===== config.mk =====
export PLATFORM = sky130hd
export DESIGN_NAME = muldiv_unit
export DESIGN_NICKNAME = d
export VERILOG_FILES = /design/src/rtl/muldiv_unit.sv
export SDC_FILE = /design/constraint.sdc
export NUM_CORES = 1
export LEC_CHECK = 0
export ABC_AREA = 1
export CAP_MARGIN = 20
export CORE_ASPECT_RATIO = 1.1
export CORE_UTILIZATION = 30
export CTS_CLUSTER_DIAMETER = 50
export DETAILED_ROUTE_END_ITERATION = 10
export GPL_ROUTABILITY_DRIVEN = 0
export MAX_ROUTING_LAYER = met4
export SYNTH_ARGS = -nofsm -noshare
export SYNTH_HDL_FRONTEND = slang
export SYNTH_SLANG_ARGS = --single-unit

===== constraint.sdc =====
create_clock -name clk -period 5.6 [get_ports clk]
set_input_delay 1.4 -clock clk [delete_from_list [all_inputs] [get_ports clk]]
set_output_delay 1.4 -clock clk [all_outputs]
set_load 0.02 [all_outputs]

===== src/rtl/muldiv_unit.sv =====
// Multi-cycle multiply/divide unit owning the HI/LO pair: radix-2 shift-add multiply
// and restoring divide on operand magnitudes, with the signs applied in a single FIX cycle.
module muldiv_unit #(
    parameter int ITER = 32
) (
    input  logic        clk,
    input  logic        rst,
    input  logic        start,
    input  logic [3:0]  op,
    input  logic [31:0] A,
    input  logic [31:0] B,
    input  logic        cancel,
    output logic        busy,
    output logic        done,
    output logic [31:0] HI,
    output logic [31:0] LO
);
    localparam int CW = $clog2(ITER);
    localparam logic [CW-1:0] LAST = CW'(ITER - 1);

    typedef enum logic [1:0] {S_IDLE, S_CALC, S_FIX} state_t;

    state_t         state_q;
    logic [CW-1:0]  cnt_q;
    logic [2:0]     op_q;
    logic [31:0]    a_q;
    logic [31:0]    mag_b_q;
    logic           neg_res_q;
    logic           neg_rem_q;
    logic [63:0]    acc_q, acc_d;
    logic [31:0]    hi_q, lo_q;
    logic           busy_q, done_q;

    logic           signed_op;
    logic [31:0]    mag_a, mag_b;
    logic           is_div;
    logic [32:0]    mul_sum;
    logic [32:0]    div_trial;
    logic [63:0]    prod_fix;
    logic [31:0]    quot_fix, rem_fix;
    logic [63:0]    hilo_fix;

    // Operand magnitudes; only even op codes (mult/div/madd/msub) are signed.
    always_comb begin
        signed_op = ~op[0];
        mag_a     = (signed_op && A[31]) ? (~A + 32'd1) : A;
        mag_b     = (signed_op && B[31]) ? (~B + 32'd1) : B;
    end

    // acc_q holds {partial product, multiplier} or {partial remainder, dividend/quotient}.
    always_comb begin
        is_div    = (op_q[2:1] == 2'b01);
        mul_sum   = {1'b0, acc_q[63:32]} + (acc_q[0] ? {1'b0, mag_b_q} : 33'd0);
        div_trial = {acc_q[63:32], acc_q[31]} - {1'b0, mag_b_q};
        acc_d     = {mul_sum, acc_q[31:1]};
        if (is_div) begin
            if (!div_trial[32]) begin
                acc_d = {div_trial[31:0], acc_q[30:0], 1'b1};
            end else begin
                acc_d = {acc_q[62:0], 1'b0};
            end
        end
    end

    always_comb begin
        prod_fix = neg_res_q ? (~acc_q + 64'd1) : acc_q;
        quot_fix = neg_res_q ? (~acc_q[31:0] + 32'd1) : acc_q[31:0];
        rem_fix  = neg_rem_q ? (~acc_q[63:32] + 32'd1) : acc_q[63:32];
        hilo_fix = prod_fix;
        case (op_q)
            3'b100, 3'b101: hilo_fix = {hi_q, lo_q} + prod_fix;
            3'b110, 3'b111: hilo_fix = {hi_q, lo_q} - prod_fix;
            3'b010, 3'b011: begin
                // Divide by zero returns the untouched dividend bits as remainder.
                if (mag_b_q == 32'd0) begin
                    hilo_fix = {a_q, 32'hFFFF_FFFF};
                end else begin
                    hilo_fix = {rem_fix, quot_fix};
                end
            end
            default: hilo_fix = prod_fix;
        endcase
    end

    always_ff @(posedge clk) begin
        if (rst) begin
            state_q   <= S_IDLE;
            cnt_q     <= '0;
            op_q      <= '0;
            a_q       <= '0;
            mag_b_q   <= '0;
            neg_res_q <= 1'b0;
            neg_rem_q <= 1'b0;
            acc_q     <= '0;
            hi_q      <= '0;
            lo_q      <= '0;
            busy_q    <= 1'b0;
            done_q    <= 1'b0;
        end else begin
            done_q <= 1'b0;
            case (state_q)
                S_IDLE: begin
                    if (start && !cancel) begin
                        if (!op[3]) begin
                            op_q      <= op[2:0];
                            a_q       <= A;
                            mag_b_q   <= mag_b;
                            neg_res_q <= signed_op & (A[31] ^ B[31]);
                            neg_rem_q <= signed_op & A[31];
                            acc_q     <= {32'd0, mag_a};
                            cnt_q     <= '0;
                            busy_q    <= 1'b1;
                            state_q   <= S_CALC;
                        end else if (op == 4'b1000) begin
                            hi_q <= A;
                        end else if (op == 4'b1001) begin
                            lo_q <= A;
                        end
                    end
                end
                S_CALC: begin
                    if (cancel) begin
                        busy_q  <= 1'b0;
                        state_q <= S_IDLE;
                    end else begin
                        acc_q <= acc_d;
                        cnt_q <= cnt_q + 1'b1;
                        if (cnt_q == LAST) begin
                            state_q <= S_FIX;
                        end
                    end
                end
                S_FIX: begin
                    if (!cancel) begin
                        {hi_q, lo_q} <= hilo_fix;
                        done_q       <= 1'b1;
                    end
                    busy_q  <= 1'b0;
                    state_q <= S_IDLE;
                end
                default: begin
                    busy_q  <= 1'b0;
                    state_q <= S_IDLE;
                end
            endcase
        end
    end

    assign busy = busy_q;
    assign done = done_q;
    assign HI   = hi_q;
    assign LO   = lo_q;
endmodule


Yosys cells after proc, flatten, opt, wreduce, memory -nomap -nowiden
Index checks and enable logic that the tools add are counted.
{"block": "classes", "addsub": 10, "n_mul": 0, "div_mod_pow": 0, "n_lt_le_gt_ge": 0, "eq_ne": 22, "shift": 0, "muxes": 39, "n_bitwise": 11, "reduce_logical": 18}
{"cell": "32-bit two-way mux", "n": 14}
{"cell": "64-bit two-way mux", "n": 7}
{"cell": "64-bit one-hot mux with 3 select lines", "n": 1}
{"cell": "32-bit by 1-bit adder with 32-bit output, second input constant", "n": 4}
{"cell": "32-bit inverter", "n": 4}
{"cell": "32-bit one-hot mux with 2 select lines", "n": 2}
{"cell": "64-bit one-hot mux with 2 select lines", "n": 1}
{"cell": "64-bit by 1-bit adder with 64-bit output, second input constant", "n": 1}
{"cell": "64-bit adder", "n": 1}
{"cell": "64-bit inverter", "n": 1}
{"cell": "64-bit subtractor", "n": 1}
{"cell": "32-bit by 32-bit adder with 33-bit output", "n": 1}
{"cell": "33-bit by 32-bit subtractor with 33-bit output", "n": 1}
{"cell": "32-bit zero test", "n": 1}
{"cell": "2-bit inequality test, second input constant", "n": 9}
{"cell": "5-bit two-way mux", "n": 3}
{"cell": "3-bit equality test, second input constant", "n": 4}
{"cell": "5-bit one-hot mux with 2 select lines", "n": 1}
{"cell": "3-bit AND reduction", "n": 3}
{"cell": "4-bit equality test, second input constant", "n": 2}
{"cell": "2-bit two-way mux", "n": 4}
{"cell": "2-bit OR reduction", "n": 4}
{"cell": "3-bit by 2-bit equality test with 1-bit output, second input constant", "n": 2}
{"cell": "6-bit AND reduction", "n": 1}
{"cell": "other kinds (17)", "n": 27}
{"block": "totals", "regBits": 206, "latchBits": 0, "mem_bits_rw": 0, "romBits": 0, "out_inout_bits": 66, "n_memories": 0}

Longest topological paths before layout
{"block": "depth", "depth_word": 7, "ltp_mapped": 36, "depth_no_buf": 36}

Worst setup path after synthesis
No wires, ideal clock.
{"block": "synth_timing", "path_type": "register -> register", "start": "reg acc_q[0]", "end": "reg hi_q[26] (netlist: HI[26])", "t_arrival_ps": 4152, "slack_ps": 1328, "path_stages_with_launch": 33, "period_less_slack_ps": 4272, "path_cell_list": "dfxtp_1 > inv_1 > ha_1 > o21ai_0 > nand2_1 > nor3_2 > nand3_1 > nor2_1 > nand2_2 > nor2_4 > nand2_2 > nor2_1 > nand2_1 > nor3b_1 > a41oi_1 > xor2_1 > inv_1 > ha_1 > nand2_1 > nor2_1 > inv_1 > nor4_1 > nand3_1 > nand3_1 > nand2_1 > o211ai_1 > nand2_1 > nand3_1 > a21oi_1 > o21ai_0 > nand3_1 > nand2_1 > a21oi_1"}
{"block": "synth_between", "elab_chain_len": 7, "word_cells_on_any_way": 8, "cone_classes": "3 x add/sub; 4 x mux; 1 x bitwise"}
{"item": "from (decl)", "line": "30", "text": "logic [63:0] acc_q, acc_d;"}
{"item": "from (signal assigned)", "line": "110", "text": "acc_q <= {32'd0, mag_a};"}
{"item": "64-bit inverter", "line": "66", "text": "prod_fix = neg_res_q ? (~acc_q + 64'd1) : acc_q;"}
{"item": "64-bit by 1-bit adder with 64-bit output", "line": "66"}
{"item": "64-bit two-way mux (*)", "line": "66"}
{"item": "64-bit subtractor or 64-bit adder (tied branches)", "line": "72, 71"}
{"item": "64-bit one-hot mux with 3 select lines (*)", "line": "70", "text": "case (op_q)"}
{"item": "32-bit two-way mux (*)", "line": "134", "text": "if (!cancel) begin"}
{"item": "32-bit one-hot mux with 2 select lines (*)", "line": "101", "text": "case (state_q)"}
{"item": "to (signal assigned)", "line": "135", "text": "{hi_q, lo_q} <= hilo_fix;"}
{"item": "to (decl)", "line": "31", "text": "logic [31:0] hi_q, lo_q;"}
Every way passes the cells marked *; elsewhere a longest branch is shown, timed or not. The select of a mux whose other input is x is not followed.
A chain may end at the register's enable or synchronous reset.

Final worst setup path
{"block": "layout_timing", "start": "reg acc_q[6]", "end": "reg hi_q[25] (netlist: HI[25])"}
The elaborated chain is that of the path after synthesis.

==> run summary <==
The number of flops mapped to enable cells by yosys works out to 0. For this run, the post-layout net count is 4351. STA classifies the critical path endpoint as a register. The longest clock path from root to sink contains 3 buffers. The final period demand of the worst path was 5.386 ns. The die is 268.2 um wide. The run finished with clean final reports. The run gives 0.07908 mm^2 as the total die area.

In this run, the combinational gates consume 41.9% of the power. The fraction of synthesized cell area taken by the top area cell type was 17.55%. TritonCTS built the clock tree.

Dividing the synthesized area by the synthesized cell count gives 5.788 um^2. The analysis attributes to net switching a power of 3030 uW. The core region area came out at 0.07725 mm^2. The detailed-routing iteration count for the pre-antenna-repair pass was 6.

The final core utilization is 35.67%. For this run, the number of Yosys warnings is 0. Of all nets on the critical path, the largest fanout is 10. The clock skew is 0.02163 ns.

The largest stage delay on the critical path is 0.39 ns. The analysis attributes to cell leakage a power of 0.01282 uW. The count of pins over their slew limit is 0. The count of buffers added on input and output ports is 137. The cell area after technology mapping is 0.02339 mm^2. For this design, the slowest cell found on the critical path is dfxtp_1. Dividing the detail-routed wire length by the instance count gives 20.03 um.

Counting the buffers created by CTS gives 37. Most used cell along the critical path: nand2_1. Of all cell types, the one taking the most synthesized area is dfxtp_1. The clock network burns 34.0% of the power.

For the register cell area after layout, the log shows 0.004106 mm^2. The area growth from synthesis to final layout was 17.80%; the setup total negative slack was 0 ns. Net switching is 43.07% of the power.

Number of failing hold endpoints at the final stage: 0. The buffer type at the clock tree root was clkbuf_16. The slew at the pin closest to its max-slew limit was 0.9683 ns; the row count was 107. The number of global-route vias before repair is 26030, and the aggregate global routing overflow is 0. The number of fill cells in the layout came out at 8552. The worst min-delay path class was register to register.

In the routed layout, each cell is associated on average with a via count of 5.414. The logs give 2 for the number of H-tree levels and 26.55% for the aggregate global-route resource usage. The detail route stage leaves a number of antenna-violating nets equal to 0. The max-capacitance violation count was 0. For the final non-filler cell area, the log shows 0.02755 mm^2.

The achievable frequency was 185.7 MHz. In the routed design, unresolved DRC markers number 0. The post-route netlist has 5.901% of its cells at a drive strength greater than 1. The tools report the hold-fix buffer count after cts as 0.

Setup violations remaining at the end of the flow were counted as 0. The estimated wirelength of the detail-placed design is 83.31 mm. The multi-input combinational cells in the finished layout cover a total of 0.01699 mm^2.

The floorplan step set the die height to 294.8 um. The number of nets in the synthesized netlist is 4250. The final period utilization came out at 96.17%. The critical path start-end classification was register to register. The clock slew at the register clock pins of the worst setup and hold paths came out at 0.06 ns. The first global-routing pass estimated 156.5 mm of wire.

The count of routing violations after the opening detailed-route iteration was 3127; the synthesis-stage register bit count was 205. The final cell count without fillers is 5204. Clock latency on the worst-skew pair, taken at its later pin, is 0.56 ns.

Registers are responsible for 24.1% of the overall power. The total internal power is 4005 uW, and the antenna diode instance count is 0. The most used flip-flop cell after synthesis is dfxtp_1. Of the synthesized area, sequential elements account for 17.55%.

Entering global routing, the biggest net connects 75 pins. The initial utilization of the core area, before any placement, comes to 30.28%. For the count of mapped cells out of synthesis, the log shows 4041.

The async set or reset register ratio after synthesis is 0%, and the total placed cells including tap cells is 5127. The I/O pin total came out at 138. Headroom to the max-slew limit came out at 35.45%.

The tree built by TritonCTS fans out to 205 sinks. The run gives 5.82 ns as the arrival time at the worst endpoint. The placed instances occupy a cell area of 0.02599 mm^2. Total power for the finished layout comes to 7034 uW. Data on the critical path is required at its endpoint by 6.04 ns. In the post-synthesis netlist, the biggest area contributors are dfxtp_1, nand2_1, o21ai_0, a21oi_1, inv_1. Setup repair after global routing could not meet its margin everywhere.

The count of distinct cell types in the synthesized netlist was 54; the overall via count from detail_route was 28170. Summed over all layers, the routed wires come to 104.2 mm. The run gives 0.1885 mV as the peak supply drop. For this design the ratio of total power to cell area is 255.3 mW/mm^2. For the number of antenna violations at the first check in global routing, the log shows 0.

The sort of element at the start of the critical path was a register.
routing by layer:
layer | up-vias | share of wire, % | global-route usage [%]
li1 | 13720 | - | -
met1 | 12840 | 41 | 33.19
met2 | 1391 | 45 | 41.87
met3 | 222 | 9.2 | 4.228
met4 | 0 | 4.8 | 11.75
met5 | - | 0 | -
stage by stage:
stage / worst slack, ns / hold slack, ns
after floorplan: 1.328 / 0.4223
after global placement: 0.007014 / 0.4437
after detailed placement: -0.01139 / 0.4489
after CTS: 0.004337 / 0.4573
after global routing: -0.1380 / 0.4825
final: 0.2145 / 0.4644
flip-flops by register name (all words and copies together), names as in the netlist:
register / flops
neg_rem_q: 1
done: 1
cnt_q: 5
mag_b_q: 32
neg_res_q: 1
LO: 32
op_q: 2
HI: 32
state_q: 2
acc_q: 64
busy: 1
a_q: 32
worst paths after layout:
path                                            start                    to  slack (ns)  cells after the start
worst min register to register   a_q[30]$_SDFFE_PP0P_  a_q[30]$_SDFFE_PP0P_        0.46                      2
worst max-delay path            acc_q[6]$_SDFFE_PP0P_   HI[25]$_SDFFE_PP0P_        0.21                     29
worst max register to register  acc_q[6]$_SDFFE_PP0P_   HI[25]$_SDFFE_PP0P_        0.21                     29
worst min-delay path             a_q[30]$_SDFFE_PP0P_  a_q[30]$_SDFFE_PP0P_        0.46                      2
critical path, delay by kind of cell (launching register included):
kind | cells | cell delay, ns
xor+xnor | 1 | 0.18
fa+ha+maj | 1 | 0.38
simple gates | 20 | 2.93
buf+inv | 1 | 0.08
flops | 1 | 0.39
compound gates | 6 | 1.29
cell families after synthesis:
logic type	Yosys count	synth area share, %
adders and majority gates	137	7.425
buffers and inverters	668	10.78
xor gates and xnor gates	175	6.553
DFF	205	17.55
AOI/OAI and AO/OA	1081	26.10
and+or+nand+nor	1775	31.60
layout by cell type (no fill, tap or decap), types with 5 or more instances in the layout:
| cell type | synthesis | layout |
|---|---|---|
| a211oi_1 | 6 | 6 |
| a21boi_0 | 12 | 12 |
| a21o_1 | 12 | 12 |
| a21oi_1 | 394 | 391 |
| a221oi_1 | 18 | 17 |
| a22oi_1 | 12 | 12 |
| a31oi_1 | 70 | 69 |
| buf_4 | 0 | 70 |
| clkbuf_16 | 0 | 39 |
| clkdlybuf4s50_1 | 0 | 136 |
| clkinv_1 | 3 | 5 |
| dfxtp_1 | 205 | 203 |
| ha_1 | 134 | 129 |
| inv_1 | 514 | 510 |
| inv_2 | 4 | 5 |
| inv_6 | 0 | 6 |
| nand2_1 | 882 | 878 |
| nand2_2 | 10 | 13 |
| nand3_1 | 223 | 219 |
| nand3_2 | 2 | 5 |
| nand3b_1 | 6 | 6 |
| nand4_1 | 34 | 34 |
| nor2_1 | 495 | 478 |
| nor2_2 | 8 | 19 |
| nor2_4 | 5 | 11 |
| nor3_1 | 43 | 42 |
| nor3b_1 | 7 | 6 |
| nor4_1 | 27 | 24 |
| o211ai_1 | 79 | 79 |
| o21a_1 | 12 | 12 |
| o21ai_0 | 398 | 395 |
| o21ai_1 | 8 | 10 |
| o21bai_1 | 9 | 9 |
| o221ai_1 | 19 | 19 |
| o22ai_1 | 10 | 10 |
| o31ai_1 | 6 | 6 |
| or2_2 | 25 | 25 |
| xnor2_1 | 54 | 54 |
| xor2_1 | 121 | 120 |
layout make-up:
| class | count | share of cell area (%) |
|---|---|---|
| Clock inverter | 20 | 0.8855 |
| Sequential cell | 205 | 14.90 |
| Inverter | 521 | 7.102 |
| Clock buffer | 46 | 3.746 |
| Timing Repair Buffer | 209 | 7.011 |
| Tap cell | 1035 | 4.700 |
| Multi-Input combinational cell | 3168 | 61.65 |
synthesized netlist by cell type, types with 3 or more instances:
| master | number |
|---|---|
| xnor2_1 | 54 |
| o221ai_1 | 19 |
| nand2_2 | 10 |
| nor3_1 | 43 |
| a21o_1 | 12 |
| nand2_1 | 882 |
| o31ai_1 | 6 |
| buf_2 | 11 |
| nor3b_1 | 7 |
| ha_1 | 134 |
| fa_1 | 3 |
| a2bb2oi_1 | 3 |
| o21bai_1 | 9 |
| nand3b_1 | 6 |
| nor3_2 | 3 |
| o21a_1 | 12 |
| or2_2 | 25 |
| a22oi_1 | 12 |
| a21boi_0 | 12 |
| a211oi_1 | 6 |
| o211ai_1 | 79 |
| o21ai_1 | 8 |
| nor2_4 | 5 |
| a221oi_1 | 18 |
| a31oi_1 | 70 |
| inv_2 | 4 |
| a21oi_1 | 394 |
| buf_1 | 24 |
| clkinv_1 | 3 |
| nand3_1 | 223 |
| xor2_1 | 121 |
| nor2_1 | 495 |
| nor4_1 | 27 |
| clkbuf_1 | 112 |
| o21ai_0 | 398 |
| nand4_1 | 34 |
| inv_1 | 514 |
| o22ai_1 | 10 |
| dfxtp_1 | 205 |
| nor2_2 | 8 |
power by group through the flow:
| stage | clock (uW) | sequential, uW | combinational [uW] |
|---|---|---|---|
| 6_report | 2390 | 1700 | 2950 |
| 5_1_grt | 2470 | 1710 | 3230 |
| 4_1_cts | 2410 | 1690 | 2820 |
| 3_5_place_dp | 0 | 1720 | 2810 |
| 3_3_place_gp | 0 | 1720 | 2810 |
| 2_1_floorplan | 0 | 1690 | 1940 |
what timing repair did:
action,CTS,global route
setup buffers,0,11
resized for setup,2,47
pin swaps,0,13
cloned,0,0
endpoints found under the setup margin,2,20
Note: power is estimated with default switching activity, not from simulation.
==> edit: new RTL, same settings <==
`ITER`: 32 -> 64.
--- a/src/rtl/muldiv_unit.sv
+++ b/src/rtl/muldiv_unit.sv
@@ -1,7 +1,7 @@
 // Multi-cycle multiply/divide unit owning the HI/LO pair: radix-2 shift-add multiply
 // and restoring divide on operand magnitudes, with the signs applied in a single FIX cycle.
 module muldiv_unit #(
-    parameter int ITER = 32
+    parameter int ITER = 64
 ) (
     input  logic        clk,
     input  logic        rst,
Check against the original RTL: same outputs for any inputs over 4 cycles, from zero or initial values and one cycle with rst high; that may be too few to reach the edited logic, so the function may still have changed.
==> edit against the original RTL <==
Design area is 0.80% higher. Sequential share of layout area about the same. Total power is 11% lower. Setup slack got worse by 0.14 ns. Sequential cell count grew 1. Via count grew 2.2%. Non-clock buffer count shrank 16. Wire length rose by 1.6%. Area after synthesis is 2.5% higher. Final cell count up 1.6%. Critical path type unchanged. Highest routed layer unchanged.
==> edit: results (changes against the original RTL) <==
Post-Synth XOR/XNOR Area=4.71% (was 6.55%); Total GRT Usage=26.1% (was 26.5%); post-placement cell count=5222 (was 5127); Worst setup startpoint=acc_q[20] (was acc_q[6]); status=finished, final reports clean (unchanged); post-DP HPWL=84600 um (was 83300 um); wire length on met2=45200 um (was 46700 um); total CTS buffers=34 (was 37); Leak Pwr=0.0127 uW (was 0.0128 uW); syn_nets=4343 (was 4250); Core Util, Final=35.1% (was 35.7%); worst hold start=busy (was a_q[30]); Least-Margin Pin Slew=1.13 ns (was 0.968 ns); crit path DAT=6.00 ns (was 5.82 ns); reg2reg setup slack=0.07 ns (was 0.21 ns); non-clock buffer total of the final layout=193 (was 209); crit-path max FO=7 (was 10); synth cell count leaders=897 x nand2_1, 516 x inv_1, 485 x nor2_1 (was 882 x nand2_1, 514 x inv_1, 495 x nor2_1); share of cells above drive strength 1=6.86% (was 5.90%); multi-input logic area=17300 um2 (was 17000 um2); Gate Count Post-Synth=4135 (was 4041); Setup crit end=HI[31] (was HI[25]); first-pass GRT wire length=159000 um (was 156000 um); Tap Count=1045 (was 1035); comb_multi_in=3239 (was 3168); cell depth of the worst flop-to-flop path=27 (was 29); DR WL met3=9250 um (was 9630 um); NumNets Final=4422 (was 4351); vias per cell=5.45 (was 5.41)
==> edit: changes by cell type after synthesis, moves of 8 or more <==
cell	before	now
nor2_2	8	20
nand2_1	882	897
inv_2	4	16
o21ai_0	398	385
xnor2_1	54	24
nor2_1	495	485
nand3_1	223	280
o211ai_1	79	71
xor2_1	121	105
o22ai_1	10	32
o221ai_1	19	11
a21oi_1	394	373
nand2_2	10	35
==> edit: cell families after synthesis <==
family,after synthesis
and+or+nand+nor,1898
adders and majority gates,136
xor gates and xnor gates,129
buffers and inverters,690
AOI/OAI and AO/OA,1076
DFF,206
==> edit: worst max-delay path, stage by stage (launching register included) <==
cell,delay (ns)
dfxtp_1,0.37
nor2_1,0.20
nand2_1,0.13
nor2_1,0.25
nand2_1,0.18
nor2_1,0.29
nand2_1,0.12
nand3_1,0.08
nand2_1,0.20
nor3_2,0.28
nand2_1,0.10
nor2_2,0.17
nand4_1,0.25
o21ai_1,0.23
xor2_1,0.27
ha_1,0.37
a21oi_1,0.15
inv_1,0.06
a31oi_1,0.18
o21ai_0,0.19
a221oi_2,0.37
o21ai_0,0.22
a21o_1,0.25
nand3_1,0.10
nand3_1,0.08
nand2_1,0.10
nand2_1,0.05
a21oi_1,0.14
==> edit: stage by stage <==
step	total power [uW]	hold slack (ns)	setup slack [ns]
floorplan	3260	0.441	1.31
global placement	4000	0.461	0.253
detailed placement	4000	0.465	0.271
CTS	6210	0.475	0.249
global route	6570	0.493	-0.0179
finish	6280	0.473	0.0730
==> edit: repair_timing <==
action                                  4_1_cts  5_1_grt
endpoints found under the setup margin        0       15
gates resized for setup                       0       22
setup buffers                                 0        1
hold buffers                                  0        0
==> edit: power breakdown <==
group	total, uW	switching, uW	internal (uW)
clock network	2210	863	1350
registers	1630	92.1	1540
logic	2440	1680	756
total	6280	2640	3640
